[src/rtl/tpm_buf_pkg.sv]
// Shared types and constants for the TPM command/response buffer arbiter.
// Holds the ownership state encoding and the byte-lane geometry of the 32-bit RAM word.
package tpm_buf_pkg;

    typedef enum logic [1:0] {
        S_DP  = 2'd0,
        S_WB  = 2'd1,
        S_CPL = 2'd2
    } buf_state_e;

    localparam logic [31:0] DFLT_READ_VALUE           = 32'hBADFABAC;
    localparam int          DFLT_COMPLETE_PULSE_WIDTH = 20;

    localparam int LANE_BITS      = 8;
    localparam int NUM_LANES      = 4;
    localparam int LANE_SEL_WIDTH = 2;

endpackage

[src/rtl/tpm_buf_arbiter_if.sv]
// Byte-wide data-provider port and 32-bit Wishbone port of the TPM buffer.
// The master modport is the requesting side and the slave modport is the arbiter.
interface tpm_buf_arbiter_if #(
    parameter int RAM_ADDR_WIDTH = 11
);
    logic                      dp_req_i;
    logic                      dp_we_i;
    logic [RAM_ADDR_WIDTH-1:0] dp_addr_i;
    logic [7:0]                dp_wdata_i;
    logic [7:0]                dp_rdata_o;
    logic                      dp_ack_o;

    logic                      wb_cyc_i;
    logic                      wb_stb_i;
    logic                      wb_we_i;
    logic [RAM_ADDR_WIDTH-3:0] wb_adr_i;
    logic [3:0]                wb_sel_i;
    logic [31:0]               wb_dat_i;
    logic [31:0]               wb_dat_o;
    logic                      wb_ack_o;

    modport master (
        output dp_req_i, dp_we_i, dp_addr_i, dp_wdata_i,
        input  dp_rdata_o, dp_ack_o,
        output wb_cyc_i, wb_stb_i, wb_we_i, wb_adr_i, wb_sel_i, wb_dat_i,
        input  wb_dat_o, wb_ack_o
    );

    modport slave (
        input  dp_req_i, dp_we_i, dp_addr_i, dp_wdata_i,
        output dp_rdata_o, dp_ack_o,
        input  wb_cyc_i, wb_stb_i, wb_we_i, wb_adr_i, wb_sel_i, wb_dat_i,
        output wb_dat_o, wb_ack_o
    );

endinterface

[src/rtl/dp_byte_lane.sv]
// Places a data-provider byte onto its lane of a 32-bit RAM word and extracts
// a byte back out of a read word; purely combinational, keyed by addr[1:0].
module dp_byte_lane
    import tpm_buf_pkg::*;
(
    input  logic [LANE_SEL_WIDTH-1:0]      wr_lane,
    input  logic [LANE_BITS-1:0]           wr_byte,
    output logic [NUM_LANES*LANE_BITS-1:0] wr_word,
    output logic [NUM_LANES-1:0]           wr_en,
    input  logic [LANE_SEL_WIDTH-1:0]      rd_lane,
    input  logic [NUM_LANES*LANE_BITS-1:0] rd_word,
    output logic [LANE_BITS-1:0]           rd_byte
);

    // Unselected lanes stay zero so the RAM sees a clean one-hot write.
    always_comb begin
        wr_word = '0;
        wr_en   = '0;
        wr_word[wr_lane*LANE_BITS +: LANE_BITS] = wr_byte;
        wr_en[wr_lane] = 1'b1;
        rd_byte = rd_word[rd_lane*LANE_BITS +: LANE_BITS];
    end

endmodule

[src/rtl/tpm_buf_arbiter.sv]
// Owns the 512x32 TPM buffer RAM and hands it between the LPC data provider and
// the M4 Wishbone side through the exec / abort / complete handshake.
module tpm_buf_arbiter #(
    parameter int          RAM_ADDR_WIDTH       = 11,
    parameter int          COMPLETE_PULSE_WIDTH = tpm_buf_pkg::DFLT_COMPLETE_PULSE_WIDTH,
    parameter logic [31:0] DEFAULT_READ_VALUE   = tpm_buf_pkg::DFLT_READ_VALUE
) (
    input  logic                      clk_i,
    input  logic                      rst_i,
    tpm_buf_arbiter_if.slave          bus,
    input  logic                      exec_req_i,
    input  logic                      abort_req_i,
    input  logic                      complete_req_i,
    output logic                      exec_o,
    output logic                      abort_o,
    output logic                      complete_o,
    output logic [RAM_ADDR_WIDTH-3:0] ram_a_o,
    output logic [31:0]               ram_wd_o,
    output logic [3:0]                ram_wen_o,
    input  logic [31:0]               ram_rd_i
);
    import tpm_buf_pkg::*;

    localparam int CNT_W = $clog2(COMPLETE_PULSE_WIDTH + 1);

    buf_state_e        state_q, state_d;
    logic              exec_pending_q, exec_pending_d;
    logic              exec_q, exec_d;
    logic              abort_q, abort_d;
    logic [CNT_W-1:0]  count_q, count_d;
    logic              dp_ack_q;
    logic [1:0]        dp_lane_q;
    logic              wb_ack_q;
    logic              wb_own_q;
    logic              dp_accept;
    logic              wb_accept;
    logic              state_change;
    logic [31:0]       lane_wr_word;
    logic [3:0]        lane_wr_en;
    logic [7:0]        lane_rd_byte;

    // The ack cycle blocks a new accept, which also gives ownership a free slot to move.
    assign dp_accept    = !rst_i && (state_q == S_DP) && bus.dp_req_i && !dp_ack_q;
    assign wb_accept    = !rst_i && bus.wb_cyc_i && bus.wb_stb_i && !wb_ack_q;
    assign state_change = (state_d != state_q);

    dp_byte_lane u_lane (
        .wr_lane (bus.dp_addr_i[1:0]),
        .wr_byte (bus.dp_wdata_i),
        .wr_word (lane_wr_word),
        .wr_en   (lane_wr_en),
        .rd_lane (dp_lane_q),
        .rd_word (ram_rd_i),
        .rd_byte (lane_rd_byte)
    );

    always_comb begin
        state_d        = state_q;
        exec_pending_d = exec_pending_q;
        exec_d         = exec_q;
        abort_d        = abort_q;
        count_d        = count_q;
        case (state_q)
            S_DP: begin
                exec_pending_d = exec_pending_q | exec_req_i;
                if (exec_pending_d && !dp_accept) begin
                    state_d        = S_WB;
                    exec_pending_d = 1'b0;
                    exec_d         = 1'b1;
                end
            end
            S_WB: begin
                if (complete_req_i) begin
                    state_d = S_CPL;
                    count_d = CNT_W'(COMPLETE_PULSE_WIDTH);
                    exec_d  = 1'b0;
                    abort_d = 1'b0;
                end else if (abort_req_i) begin
                    abort_d = 1'b1;
                end
            end
            S_CPL: begin
                if (count_q != '0) begin
                    count_d = count_q - CNT_W'(1);
                end else begin
                    state_d = S_DP;
                end
            end
            default: state_d = S_DP;
        endcase
    end

    // Writes are suppressed on the cycle ownership moves so no side writes across a handover.
    always_comb begin
        ram_a_o   = bus.dp_addr_i[RAM_ADDR_WIDTH-1:2];
        ram_wd_o  = lane_wr_word;
        ram_wen_o = '0;
        if (state_q == S_WB) begin
            ram_a_o  = bus.wb_adr_i;
            ram_wd_o = bus.wb_dat_i;
            if (wb_accept && bus.wb_we_i && !state_change) begin
                ram_wen_o = bus.wb_sel_i;
            end
        end else if (dp_accept && bus.dp_we_i && !state_change) begin
            ram_wen_o = lane_wr_en;
        end
    end

    always_ff @(posedge clk_i) begin
        if (rst_i) begin
            state_q        <= S_DP;
            exec_pending_q <= 1'b0;
            exec_q         <= 1'b0;
            abort_q        <= 1'b0;
            count_q        <= '0;
            dp_ack_q       <= 1'b0;
            dp_lane_q      <= '0;
            wb_ack_q       <= 1'b0;
            wb_own_q       <= 1'b0;
        end else begin
            state_q        <= state_d;
            exec_pending_q <= exec_pending_d;
            exec_q         <= exec_d;
            abort_q        <= abort_d;
            count_q        <= count_d;
            dp_ack_q       <= dp_accept;
            wb_ack_q       <= wb_accept;
            if (dp_accept) begin
                dp_lane_q <= bus.dp_addr_i[1:0];
            end
            if (wb_accept) begin
                wb_own_q <= (state_q == S_WB);
            end
        end
    end

    assign exec_o         = exec_q;
    assign abort_o        = abort_q;
    assign complete_o     = (state_q == S_CPL) && (count_q != '0);
    assign bus.dp_ack_o   = dp_ack_q;
    assign bus.dp_rdata_o = lane_rd_byte;
    assign bus.wb_ack_o   = wb_ack_q;
    assign bus.wb_dat_o   = wb_own_q ? ram_rd_i : DEFAULT_READ_VALUE;

endmodule

[src/flat_wrapper.sv]
// flat-port wrapper written by rule: the top's interface ports become plain ports
module tpm_buf_arbiter_flat import tpm_buf_pkg::*;
#(
    parameter int          RAM_ADDR_WIDTH       = 11,
    parameter int          COMPLETE_PULSE_WIDTH = tpm_buf_pkg::DFLT_COMPLETE_PULSE_WIDTH,
    parameter logic [31:0] DEFAULT_READ_VALUE   = tpm_buf_pkg::DFLT_READ_VALUE
)
  (clk_i, rst_i, exec_req_i, abort_req_i, complete_req_i, exec_o, abort_o, complete_o, ram_a_o, ram_wd_o, ram_wen_o, ram_rd_i, bus_dp_req_i, bus_dp_we_i, bus_dp_addr_i, bus_dp_wdata_i, bus_dp_rdata_o, bus_dp_ack_o, bus_wb_cyc_i, bus_wb_stb_i, bus_wb_we_i, bus_wb_adr_i, bus_wb_sel_i, bus_wb_dat_i, bus_wb_dat_o, bus_wb_ack_o);
  tpm_buf_arbiter_if #(.RAM_ADDR_WIDTH(RAM_ADDR_WIDTH)) bus_i ();
  input  logic clk_i;
  input  logic rst_i;
  input  logic exec_req_i;
  input  logic abort_req_i;
  input  logic complete_req_i;
  output logic exec_o;
  output logic abort_o;
  output logic complete_o;
  output logic [RAM_ADDR_WIDTH-3:0] ram_a_o;
  output logic [31:0] ram_wd_o;
  output logic [3:0] ram_wen_o;
  input  logic [31:0] ram_rd_i;
  input wire logic [$bits(bus_i.dp_req_i)-1:0] bus_dp_req_i;
  input wire logic [$bits(bus_i.dp_we_i)-1:0] bus_dp_we_i;
  input wire logic [$bits(bus_i.dp_addr_i)-1:0] bus_dp_addr_i;
  input wire logic [$bits(bus_i.dp_wdata_i)-1:0] bus_dp_wdata_i;
  output wire logic [$bits(bus_i.dp_rdata_o)-1:0] bus_dp_rdata_o;
  output wire logic [$bits(bus_i.dp_ack_o)-1:0] bus_dp_ack_o;
  input wire logic [$bits(bus_i.wb_cyc_i)-1:0] bus_wb_cyc_i;
  input wire logic [$bits(bus_i.wb_stb_i)-1:0] bus_wb_stb_i;
  input wire logic [$bits(bus_i.wb_we_i)-1:0] bus_wb_we_i;
  input wire logic [$bits(bus_i.wb_adr_i)-1:0] bus_wb_adr_i;
  input wire logic [$bits(bus_i.wb_sel_i)-1:0] bus_wb_sel_i;
  input wire logic [$bits(bus_i.wb_dat_i)-1:0] bus_wb_dat_i;
  output wire logic [$bits(bus_i.wb_dat_o)-1:0] bus_wb_dat_o;
  output wire logic [$bits(bus_i.wb_ack_o)-1:0] bus_wb_ack_o;
  assign bus_i.dp_req_i = bus_dp_req_i;
  assign bus_i.dp_we_i = bus_dp_we_i;
  assign bus_i.dp_addr_i = bus_dp_addr_i;
  assign bus_i.dp_wdata_i = bus_dp_wdata_i;
  assign bus_dp_rdata_o = bus_i.dp_rdata_o;
  assign bus_dp_ack_o = bus_i.dp_ack_o;
  assign bus_i.wb_cyc_i = bus_wb_cyc_i;
  assign bus_i.wb_stb_i = bus_wb_stb_i;
  assign bus_i.wb_we_i = bus_wb_we_i;
  assign bus_i.wb_adr_i = bus_wb_adr_i;
  assign bus_i.wb_sel_i = bus_wb_sel_i;
  assign bus_i.wb_dat_i = bus_wb_dat_i;
  assign bus_wb_dat_o = bus_i.wb_dat_o;
  assign bus_wb_ack_o = bus_i.wb_ack_o;
  tpm_buf_arbiter #(.RAM_ADDR_WIDTH(RAM_ADDR_WIDTH), .COMPLETE_PULSE_WIDTH(COMPLETE_PULSE_WIDTH), .DEFAULT_READ_VALUE(DEFAULT_READ_VALUE)) u_core (.clk_i(clk_i), .rst_i(rst_i), .bus(bus_i), .exec_req_i(exec_req_i), .abort_req_i(abort_req_i), .complete_req_i(complete_req_i), .exec_o(exec_o), .abort_o(abort_o), .complete_o(complete_o), .ram_a_o(ram_a_o), .ram_wd_o(ram_wd_o), .ram_wen_o(ram_wen_o), .ram_rd_i(ram_rd_i));
endmodule
[config.mk]
export PLATFORM = sky130hd
export DESIGN_NAME = tpm_buf_arbiter_flat
export DESIGN_NICKNAME = d
export VERILOG_FILES = /design/src/rtl/tpm_buf_pkg.sv /design/src/rtl/tpm_buf_arbiter_if.sv /design/src/rtl/dp_byte_lane.sv /design/src/rtl/tpm_buf_arbiter.sv /design/src/flat_wrapper.sv
export SDC_FILE = /design/constraint.sdc
export NUM_CORES = 1
export LEC_CHECK = 0
export BUFFER_PORTS_ARGS = -buffer_cell sky130_fd_sc_hd__buf_2
export CAP_MARGIN = 30
export CORE_AREA = 2 2 75 77
export DETAILED_ROUTE_END_ITERATION = 8
export DIE_AREA = 0 0 77 79
export PLACE_DENSITY_LB_ADDON = 0.08
export SLEW_MARGIN = 10
export SYNTH_ARGS = -nofsm -noshare
export SYNTH_HDL_FRONTEND = slang
export SYNTH_SLANG_ARGS = --single-unit
[constraint.sdc]
create_clock -name clk_i -period 3.01 [get_ports clk_i]
set_input_delay 0.301 -clock clk_i [delete_from_list [all_inputs] [get_ports clk_i]]
set_output_delay 0.301 -clock clk_i [all_outputs]
set_load 0.05 [all_outputs]
### Word-level counts from Yosys, hierarchy flattened

Index checks and enable logic that the tools add are counted.

* bits in registers: 15
* input bits: 106
* output and inout port bits: 90
* logic and storage cells: 71

* add/sub/neg operators: 2
* magnitude comparators: 2
* eq/ne operators: 6
* shifts and indexed selects: 3
* mux-type cells: 21
* bitwise gates (word level): 2
* reductions and logical operators: 26

Operator list (count)
* 2-to-1 mux 32 bit: 2
* negator 5 -> 34 bit: 1
* variable shift 8 x 34 -> 32 bit (first input constant): 1
* variable part select 8 x 34 -> 32 bit: 1
* AND 32 bit: 1
* variable part select 32 x 6 -> 8 bit: 1
* logical AND 1 bit: 13
* 2-to-1 mux 4 bit: 3
* 2-to-1 mux 5 bit: 2
* case mux 5 bit (2 select lines): 1
* 2-to-1 mux 9 bit: 1
* 2-to-1 mux 1 bit: 6
* 2-to-1 mux 2 bit: 3
* case mux 2 bit (3 select lines): 1
* AND reduction 3 bit: 2
* nonzero test 2 bit: 3
* zero test 1 bit: 5
* nonzero test 5 bit: 1
* subtractor 5 x 1 -> 5 bit (second input constant): 1
* inequality test 2 bit (second input constant): 2
* less-than comparator 2 x 3 -> 1 bit (second input constant): 1
* demux 1 bit (select 2 bit): 1
* == test 2 x 1 -> 1 bit (second input constant): 1
* == test 2 bit (second input constant): 1
* other kinds (7): 7

### Depth between registers and ports, before layout

Gate-level depths: netlist (run 1).

* depth after elaboration: 13
* gate-level depth with buffers: 5
* mapped depth without buffers: 5

### By module

Synthesis (run 1) repeated with hierarchy kept, for this count alone.

* cells, all modules: 214
* area total of the unflattened synthesis: 1929.4 um^2

Modules (own cells, without submodules)
* tpm_buf_arbiter: times used 1, cells an instance 158, area each 1401.3 um^2, seq. area each 300.3 um^2
* dp_byte_lane: times used 1, cells an instance 56, area each 528.0 um^2, seq. area each 0.0 um^2

### Worst setup path after synthesis (run 1)

Ideal clock, no wire load.

* kind: input-to-output
* from: in bus_dp_addr_i[0]
* to: out ram_wd_o[24]
* arrival: 1.653 ns
* data required time: 2.709 ns
* path slack: 1.056 ns
* cell stages on the path: 5
* path buffers: 0
* cells stage by stage: inv_2 ha_1 nand3b_1 nor3_2 a22o_1

* longest elaborated chain between the ends: 4
* elaborated cells on any way between the ends: 5
* classes of those cells: add/sub (1); shift (2); mux (1); bitwise (1)

RTL lines
* start: declaration: line flat_wrapper.sv:24 `input wire logic [$bits(bus_i.dp_addr_i)-1:0] bus_dp_addr_i;`
* negator 5 -> 34 bit (*): line dp_byte_lane.sv:19 `wr_word[wr_lane*LANE_BITS +: LANE_BITS] = wr_byte;`
* variable part select 8 x 34 -> 32 bit / variable shift 8 x 34 -> 32 bit (equally long branches): line dp_byte_lane.sv:19
* AND 32 bit (no source line) (*)
* 2-to-1 mux 32 bit (*): line tpm_buf_arbiter.sv:98 `if (state_q == S_WB) begin`
* end: declaration: line flat_wrapper.sv:19 `output logic [31:0] ram_wd_o;`

Mark *: on every way between the ends. The rest lies on a longest branch, timed or not.

### Final worst setup path (run 1)

* from: reg u_core.state_q[0]
* to: out ram_wd_o[29]

* longest elaborated chain between the ends: 2

RTL lines
* start: declaration: line tpm_buf_arbiter.sv:26 `buf_state_e state_q, state_d;`
* start signal: assignment: line tpm_buf_arbiter.sv:121 `state_q <= state_d;`
* == test 2 x 1 -> 1 bit: line tpm_buf_arbiter.sv:98
* 2-to-1 mux 32 bit: line tpm_buf_arbiter.sv:98

No other way between the ends.

==> flow_metrics.tcl, run 1 <==
set metrics [dict create \
    use_met3_pct 4.205 \
    avgSynthCellArea_um2 9.367 \
    crit_path_start_kind "flip-flop" \
    period_minus_slack_ns 2.507 \
    placed_cells 438 \
    relSlewSlack_pct 39.97 \
    initial_core_util_pct 31.76 \
    place_congestion 0.8564 \
    wl_per_cell_um 14.34 \
    synth_edf_count 0 \
    vias 2153 \
    io_buffers 195 \
    layout_common_cells "buf_2 (195), a22o_1 (36), nand2b_1 (26)" \
    rsz0062_at_grt "no" \
    min_period_over_period_pct 83.28 \
    grt_util_all_layers_pct 19.22 \
    critPathTopFamily "simple AND/OR/NAND/NOR gates" \
    cpPeakStageDelay_ns 0.70 \
    fillers 565 \
    syn_to_final_growth_pct 62.58 \
    leakage_nw 1.381 \
    drt_iter0_drc 71 \
    route.detailed.drc 0 \
    hold_buffers 0 \
    synth_cells 181 \
    fmax_mhz 398.9 \
    critPathMaxFanout 27 \
    fin_nets 485 \
    clock_sinks 15 \
    drt-total-wl_um 6338 \
    postCtsSetupBuffers 0 \
    syn_nets 295 \
    drv_slew 0 \
    finalHoldViolCount 0 \
    ant_nets 0 \
    clk_pin_slew_ns 0.06 \
    skew_ns 0.001553 \
    tns_ns 0 \
    numCtsBuffers 3 \
    drive_above_1_share_pct 61.08 \
    ys.flop_type "dfxtp_1" \
    async_flop_share_pct 0 \
    synth-seq-area-share_pct 17.71 \
    grt_pass1_wl_um 9508 \
    ir_drop_mv 0.2807 \
    max_cap_viol_count 0 \
    slowest_stage "nor2b_4" \
    ios 196 \
    chipWidth_um 77 \
    htree_num_levels 1 \
    multi_input_area_um2 1323 \
    antenna_found_initial 0 \
    ys_warn_count 0 \
    power_w 0.0009532 \
    met1_usage_pct 23.72 \
    worst_slew_pin_slew_ns 0.8992 \
    crit_buf_inv 2 \
    crit_arrival_ns 2.21 \
    regArea_um2 300.3 \
    min_path_type "input pin to flip-flop" \
    die_y_um 79 \
    dp.final_hpwl_um 5353 \
    required_ns 2.71 \
    grt_overflow 0 \
    grt_max_degree 34 \
    crit_chain "nor2b_4 > buf_4 > a22o_1 > buf_2" \
    clockBufferDepth 2 \
    post_cts_resize_count 0 \
    power_density_nw_per_um2 345.8 \
    coreArea_um2 5338 \
    antennaDiodeCount 0 \
    use_met2_pct 34.91 \
    critPathCaptureType "output port" \
    layout_commonest_cell "buf_2" \
    status "finished, final reports clean" \
    busiest_layer "met2" \
    ys_seq_elements 15 \
    rows 27 \
    syn_area_um2 1695 \
    instances_no_fill 442 \
    die-area_um2 6083 \
    insertion_delay_ns 0.25 \
    cts_tree "built" \
    path_class "flip-flop to output port" \
    setup_viol 0 \
    synth_cell_types 40 \
    drt-vias-per-instance 4.871 \
    cts_root_buf "clkbuf_8" \
    firstDrtPassIters 4 \
    grt_pass1_vias 2002 \
]
==> cell usage after synthesis, types with 3 or more instances <==
master	number	area, um^2
a21oi_1	7	35.03
a22o_1	36	315.3
and2_1	11	68.82
buf_2	4	20.02
clkbuf_1	5	18.77
dfxtp_1	15	300.3
ha_1	8	100.1
inv_1	3	11.26
mux2_2	9	101.4
mux4_2	8	180.2
nand2_1	4	15.01
nand2b_1	26	162.7
nand3b_1	3	22.52
nor2_1	5	18.77
o21ai_0	3	15.01
or3_1	4	25.02
==> metrics by stage <==
| step | utilization, % | worst slack, ns | cell area (um^2) | hold WS, ns |
|---|---|---|---|---|
| floorplan | - | 1.056 | 1695 | 0.4314 |
| global placement | 50.80 | 0.6448 | 2711 | 0.4460 |
| detailed placement | 50.80 | 0.5871 | 2711 | 0.4502 |
| CTS | 51.64 | 0.4841 | 2756 | 0.2733 |
| global route | 51.64 | 0.3561 | 2756 | 0.3045 |
| finish | 51.64 | 0.5034 | 2756 | 0.2749 |
==> power breakdown <==
part | switching [W] | internal, W
Combinational | 0.000375 | 0.000185
Clock | 0.0000692 | 0.0000938
Sequential | 0.0000197 | 0.000211
==> worst paths after layout <==
kind | startpoint | endpoint | slack (ns) | depth (start not counted)
max | u_core.state_q[0] | ram_wd_o[29] | 0.50 | 4
min | abort_req_i | u_core.abort_o | 0.27 | 3
max reg2reg | u_core.count_q[0] | u_core.count_q[3] | 1.48 | 5
min reg2reg | u_core.exec_o | u_core.exec_o | 0.46 | 2
==> routing by layer <==
metal | part of all wire [%] | vias up
li1 | - | 1078
met1 | 43 | 960
met2 | 49 | 111
met3 | 7.8 | 4
met4 | 0.57 | 0
met5 | 0 | -
==> tightest hold or removal path: stages <==
cell and delay, ns:
buf_2 0.07, a21oi_1 0.05, nor2_1 0.07
==> area by class of cell <==
type / count / area share [%]
multi-input combinational: 151 / 47.98
timing repair buffer: 196 / 35.68
sequential: 15 / 10.89
tap: 72 / 3.268
clock buffer: 4 / 1.634
inverter: 4 / 0.5447
==> sequential cells by signal (all words and copies together), names as in the netlist <==
name                   cells
u_core.dp_lane_q           2
u_core.state_q             2
u_core.count_q             5
u_core.wb_own_q            1
u_core.exec_pending_q      1
u_core.abort_o             1
u_core.bus.wb_ack_o        1
u_core.bus.dp_ack_o        1
u_core.exec_o              1
==> kinds of logic after synthesis <==
| logic type | share of synthesized area (%) |
|---|---|
| flops | 17.71 |
| mux | 17.20 |
| compound gates | 24.94 |
| fa+ha+maj | 5.904 |
| simple gates | 29.96 |
| buf+inv | 4.280 |
Power figures use the tool's default switching activity.
==> run 2, diff against run 1 <==
CORE_AREA = 2 2 76 78   (was 2 2 75 77)
DIE_AREA = 0 0 78 80   (was 0 0 77 79)
clock period = 2.34 ns   (was 3.01 ns; I/O delays follow)
==> run 2 against run 1 <==
Net effect:
- via count is 2.1% higher
- register-to-register slack got worse by 0.67 ns
- combinational power grew 36%
- cell count rose by 2.3%
- critical path depth is 1 higher
- clock power grew 28%
- sequential power is 28% higher
- worst hold slack lost 0.065 ns
- clock skew is 0.0020 ns higher
- total power up 33%
- first-iteration DRC count shrank 42%
- count of clock-buffer cells in the layout unchanged
- largest cell class unchanged
- largest power group unchanged
==> flow_metrics.tcl, run 2 (synthesized netlist as in run 1, its figures left out) <==
set metrics [dict create \
    io_buffers 195 \
    placed_area_um2 2749 \
    grt_pass1_vias 2005 \
    fillers 556 \
    layout_common_cells "buf_2 (195), a22o_1 (36), nand2b_1 (26)" \
    antenna_found_initial 0 \
    drt-vias-per-instance 4.863 \
    worst_slew_pin_slew_ns 0.6112 \
    rsz0062_at_grt "no" \
    layout_commonest_cell "buf_2" \
    antennaDiodeCount 0 \
    period_minus_slack_ns 2.181 \
    top_regs "u_core.count_q (5), u_core.dp_lane_q (2), u_core.state_q (2)" \
    coreArea_um2 5405 \
    required_ns 2.11 \
    die_y_um 80 \
    wl_per_cell_um 15.23 \
    insertion_delay_ns 0.25 \
    clk_pin_slew_ns 0.06 \
    critPathCaptureType "output port" \
    power_w 0.001267 \
    crit_path_start_kind "flip-flop" \
    skew_ns 0.003535 \
    grt_overflow 0 \
    rows 27 \
    htree_num_levels 1 \
    numCtsBuffers 3 \
    cts_root_buf "clkbuf_8" \
    ios 196 \
    largest_register "u_core.count_q" \
    tns_ns 0 \
    drv_slew 0 \
    max_cap_viol_count 0 \
    placed_cells 443 \
    grt_util_all_layers_pct 20.61 \
    drive_above_1_share_pct 62.11 \
    pre_cts_ws_ns 0.2918 \
    ir_drop_mv 0.3040 \
    regArea_um2 300.3 \
    path_class "flip-flop to output port" \
    min_period_over_period_pct 93.21 \
    worst_slack_ns 0.1590 \
    min_path_type "input pin to flip-flop" \
    hold_buffers 0 \
    drt_iter0_drc 41 \
    ant_nets 0 \
    dp.final_hpwl_um 5706 \
    fmax_mhz 458.5 \
    instances_no_fill 452 \
    status "finished, final reports clean" \
    clockBufferDepth 2 \
    leakage_nw 1.439 \
    initial_core_util_pct 31.37 \
    grt_pass1_wl_um 10270 \
    die-area_um2 6240 \
    syn_to_final_growth_pct 68.49 \
    grt_max_degree 30 \
    fin_area_um2 2856 \
    vias 2198 \
    setup_viol 0 \
    fin_nets 495 \
    firstDrtPassIters 4 \
    regToRegSetupSlack_ns 0.81 \
    critPathMaxFanout 9 \
    chipWidth_um 78 \
    cts_tree "built" \
    multi_input_area_um2 1323 \
    relSlewSlack_pct 59.14 \
    power_density_nw_per_um2 443.4 \
    place_congestion 0.8418 \
    route.detailed.drc 0 \
    clock_sinks 15 \
    finalHoldViolCount 0 \
    drt-total-wl_um 6884 \
    largest_reg_flops 5 \
    crit_arrival_ns 1.95 \
]
-- run 2: per-stage QoR --
| step | hold slack (ns) | utilization [%] |
|---|---|---|
| after floorplan | 0.3644 | - |
| after global placement | 0.4444 | 50.86 |
| after detailed placement | 0.4528 | 50.86 |
| after CTS | 0.2092 | 51.69 |
| after global routing | 0.2586 | 52.85 |
| final | 0.2103 | 52.85 |
-- run 2: final timing paths --
path | startpoint | end | depth (start not counted)
setup reg to reg | u_core.count_q[0] | u_core.count_q[3] | 5
setup / recovery | u_core.state_q[1] | ram_wd_o[7] | 5
hold / removal | abort_req_i | u_core.abort_o | 3
hold reg to reg | u_core.exec_o | u_core.exec_o | 2
-- run 2: worst max-delay path: stages, from the launching register on --
cell     delay [ns]
dfxtp_1        0.46
nor2b_4        0.13
buf_12         0.16
nor4b_4        0.44
a22o_1         0.22
buf_2          0.29
-- run 2: cell type report --
cell class	instances	share of cell area, %
timing repair buffer	206	37.93
tap	72	3.154
inverter	4	0.5256
sequential	15	10.51
multi-input combinational	151	46.30
clock buffer	4	1.577
-- run 2: metal layers --
metal  vias to the layer above  GRT usage (%)  wire length, um
met1                       972          24.20             2738
met4                         0          6.491              135
li1                       1098              -                -
met3                        15          9.729              867
met2                       113          33.28             3143
met5                         -              0                0
-- run 2: report_power, final --
part / total (W) / switching (W) / internal (W)
clock: 0.000209 / 0.0000883 / 0.000121
sequential: 0.000295 / 0.0000241 / 0.000271
combinational: 0.000763 / 0.000499 / 0.000263
total: 0.00127 / 0.000612 / 0.000655
-- run 2: what timing repair did --
action,4_1_cts,5_1_grt
resized for setup,0,0
endpoints found under the setup margin,0,26
setup buffers,0,5
==> run 3, diff against run 2 <==
CORE_AREA = unset   (was 2 2 76 78)
CORE_MARGIN = 2   (was unset)
CORE_UTILIZATION = 30   (was unset)
DIE_AREA = unset   (was 0 0 78 80)
==> run 3 against run 2 <==
Net effect:
- sequential share of layout area increased by 0.22 points
- flip-flop and latch count unchanged
- critical path depth decreased by 1
- wire length decreased by 4.1%
- fmax increased by 0.54%
- critical endpoint is now ram_a_o[3]
- largest cell class unchanged
==> flow_metrics.tcl, run 3 (synthesized netlist as in run 1, its figures left out) <==
set metrics [dict create \
    drt-vias-per-instance 4.953 \
    dp.final_hpwl_um 5488 \
    grt_overflow 0 \
    die-area_um2 6269 \
    antennaDiodeCount 0 \
    route.detailed.drc 0 \
    slowest_stage "nor2b_4" \
    clock_sinks 15 \
    fin_nets 489 \
    drt_iter0_drc 62 \
    drt-total-wl_um 6602 \
    crit_arrival_ns 1.94 \
    hold_buffers 0 \
    finalHoldViolCount 0 \
    fin_area_um2 2799 \
    syn_to_final_growth_pct 65.09 \
    ant_nets 0 \
    rows 27 \
    layout_common_cells "buf_2 (195), a22o_1 (36), nand2b_1 (26)" \
    wl_per_cell_um 14.80 \
    ir_drop_mv 0.3647 \
    layout_commonest_cell "buf_2" \
    relSlewSlack_pct 51.13 \
    pre_cts_ws_ns 0.2976 \
    die_y_um 79.18 \
    clk_pin_slew_ns 0.06 \
    postCtsSetupBuffers 0 \
    largest_reg_flops 5 \
    leakage_nw 1.405 \
    drive_above_1_share_pct 61.50 \
    worst_slew_pin_slew_ns 0.7311 \
    chipWidth_um 79.18 \
    holdCritStartpoint "abort_req_i" \
    insertion_delay_ns 0.25 \
    period_minus_slack_ns 2.169 \
    grt_pass1_vias 2020 \
    cts_tree "built" \
    grt_pass1_wl_um 9880 \
    antenna_found_initial 0 \
    clockBufferDepth 2 \
    whs_endpoint "u_core.abort_o" \
    vias 2209 \
    status "finished, final reports clean" \
    cts_root_buf "clkbuf_8" \
    min_path_type "input pin to flip-flop" \
    placed_area_um2 2754 \
    fmax_mhz 461.0 \
    firstDrtPassIters 4 \
    initial_core_util_pct 30.98 \
    skew_ns 0.003196 \
    power_density_nw_per_um2 443.2 \
    worstRegToRegCells 5 \
    cpPeakStageDelay_ns 0.43 \
    holdPathStages 3 \
    numCtsBuffers 3 \
    critPathMaxFanout 41 \
    path_class "flip-flop to output port" \
    max_cap_viol_count 0 \
    crit_path_start_kind "flip-flop" \
    critPathCaptureType "output port" \
    rsz0062_at_grt "no" \
    tns_ns 0 \
    ios 196 \
    top_regs "u_core.count_q (5), u_core.dp_lane_q (2), u_core.state_q (2)" \
    coreArea_um2 5473 \
    regToRegSetupSlack_ns 0.76 \
    crit_chain "nor2b_4 > buf_12 > mux2_2 > buf_2" \
    post_cts_resize_count 0 \
    regToRegStartpoint "u_core.count_q[0]" \
    drv_slew 0 \
    grt_util_all_layers_pct 19.45 \
    r2r_end "u_core.count_q[3]" \
    worst_slack_ns 0.1708 \
    place_congestion 0.8850 \
    io_buffers 195 \
    grt_max_degree 42 \
    required_ns 2.11 \
    htree_num_levels 1 \
    largest_register "u_core.count_q" \
    min_period_over_period_pct 92.70 \
    setup_viol 0 \
]
-- run 3: final cells by class --
type / count / area, um^2
timing repair buffer: 200 / 1026
tap: 72 / 90.09
sequential: 15 / 300.3
fill: 565 / 2674
inverter: 4 / 15.01
clock buffer: 4 / 45.04
multi-input combinational: 151 / 1323
-- run 3: how the worst max path moves through the flow --
stage | from | endpoint | slack [ns] | cells past startpoint
after floorplan | bus_dp_addr_i[0] | ram_wd_o[24] | 0.52 | 5
after global placement | bus_dp_addr_i[1] | ram_wd_o[4] | 0.33 | 6
after detailed placement | bus_dp_addr_i[1] | ram_wd_o[2] | 0.30 | 6
after CTS | u_core.state_q[0] | ram_a_o[3] | 0.16 | 4
after global routing | u_core.state_q[0] | ram_a_o[3] | 0.07 | 4
final | u_core.state_q[0] | ram_a_o[3] | 0.17 | 4
-- run 3: power breakdown --
part | leakage (nW) | total [W] | internal (W) | switching, W
Combinational | 1.26 | 0.000736 | 0.000245 | 0.000491
Sequential | 0.123 | 0.000296 | 0.000271 | 0.0000250
Clock | 0.0228 | 0.000209 | 0.000121 | 0.0000884
Total | 1.41 | 0.00124 | 0.000636 | 0.000604
-- run 3: worst max-delay path, delay by kind of cell (launching register included) --
kind	cells	cell delay (ns)
flip-flops	1	0.41
multiplexers	1	0.36
buffers and inverters	2	0.47
AND/OR/NAND/NOR	1	0.43
-- run 3: stage by stage --
step / total power [W] / std cells / utilization, % / hold WS, ns
2_1_floorplan: 0.0008223 / 181 / - / 0.3644
3_3_place_gp: 0.001035 / 442 / 50.32 / 0.4416
3_5_place_dp: 0.001037 / 442 / 50.32 / 0.4561
4_1_cts: 0.001247 / 446 / 51.14 / 0.2108
5_1_grt: 0.001304 / 446 / 51.14 / 0.2465
6_report: 0.001241 / 446 / 51.14 / 0.2090
-- run 3: layer usage --
layer  up-vias  share of wire, %  wire [um]  track usage, %
met5         -                 0          0               0
met3         4                10        669           5.909
met4         0              0.58         38           2.759
met2       118                47       3126           32.80
li1       1088                 -          -               -
met1       999                42       2767           24.98
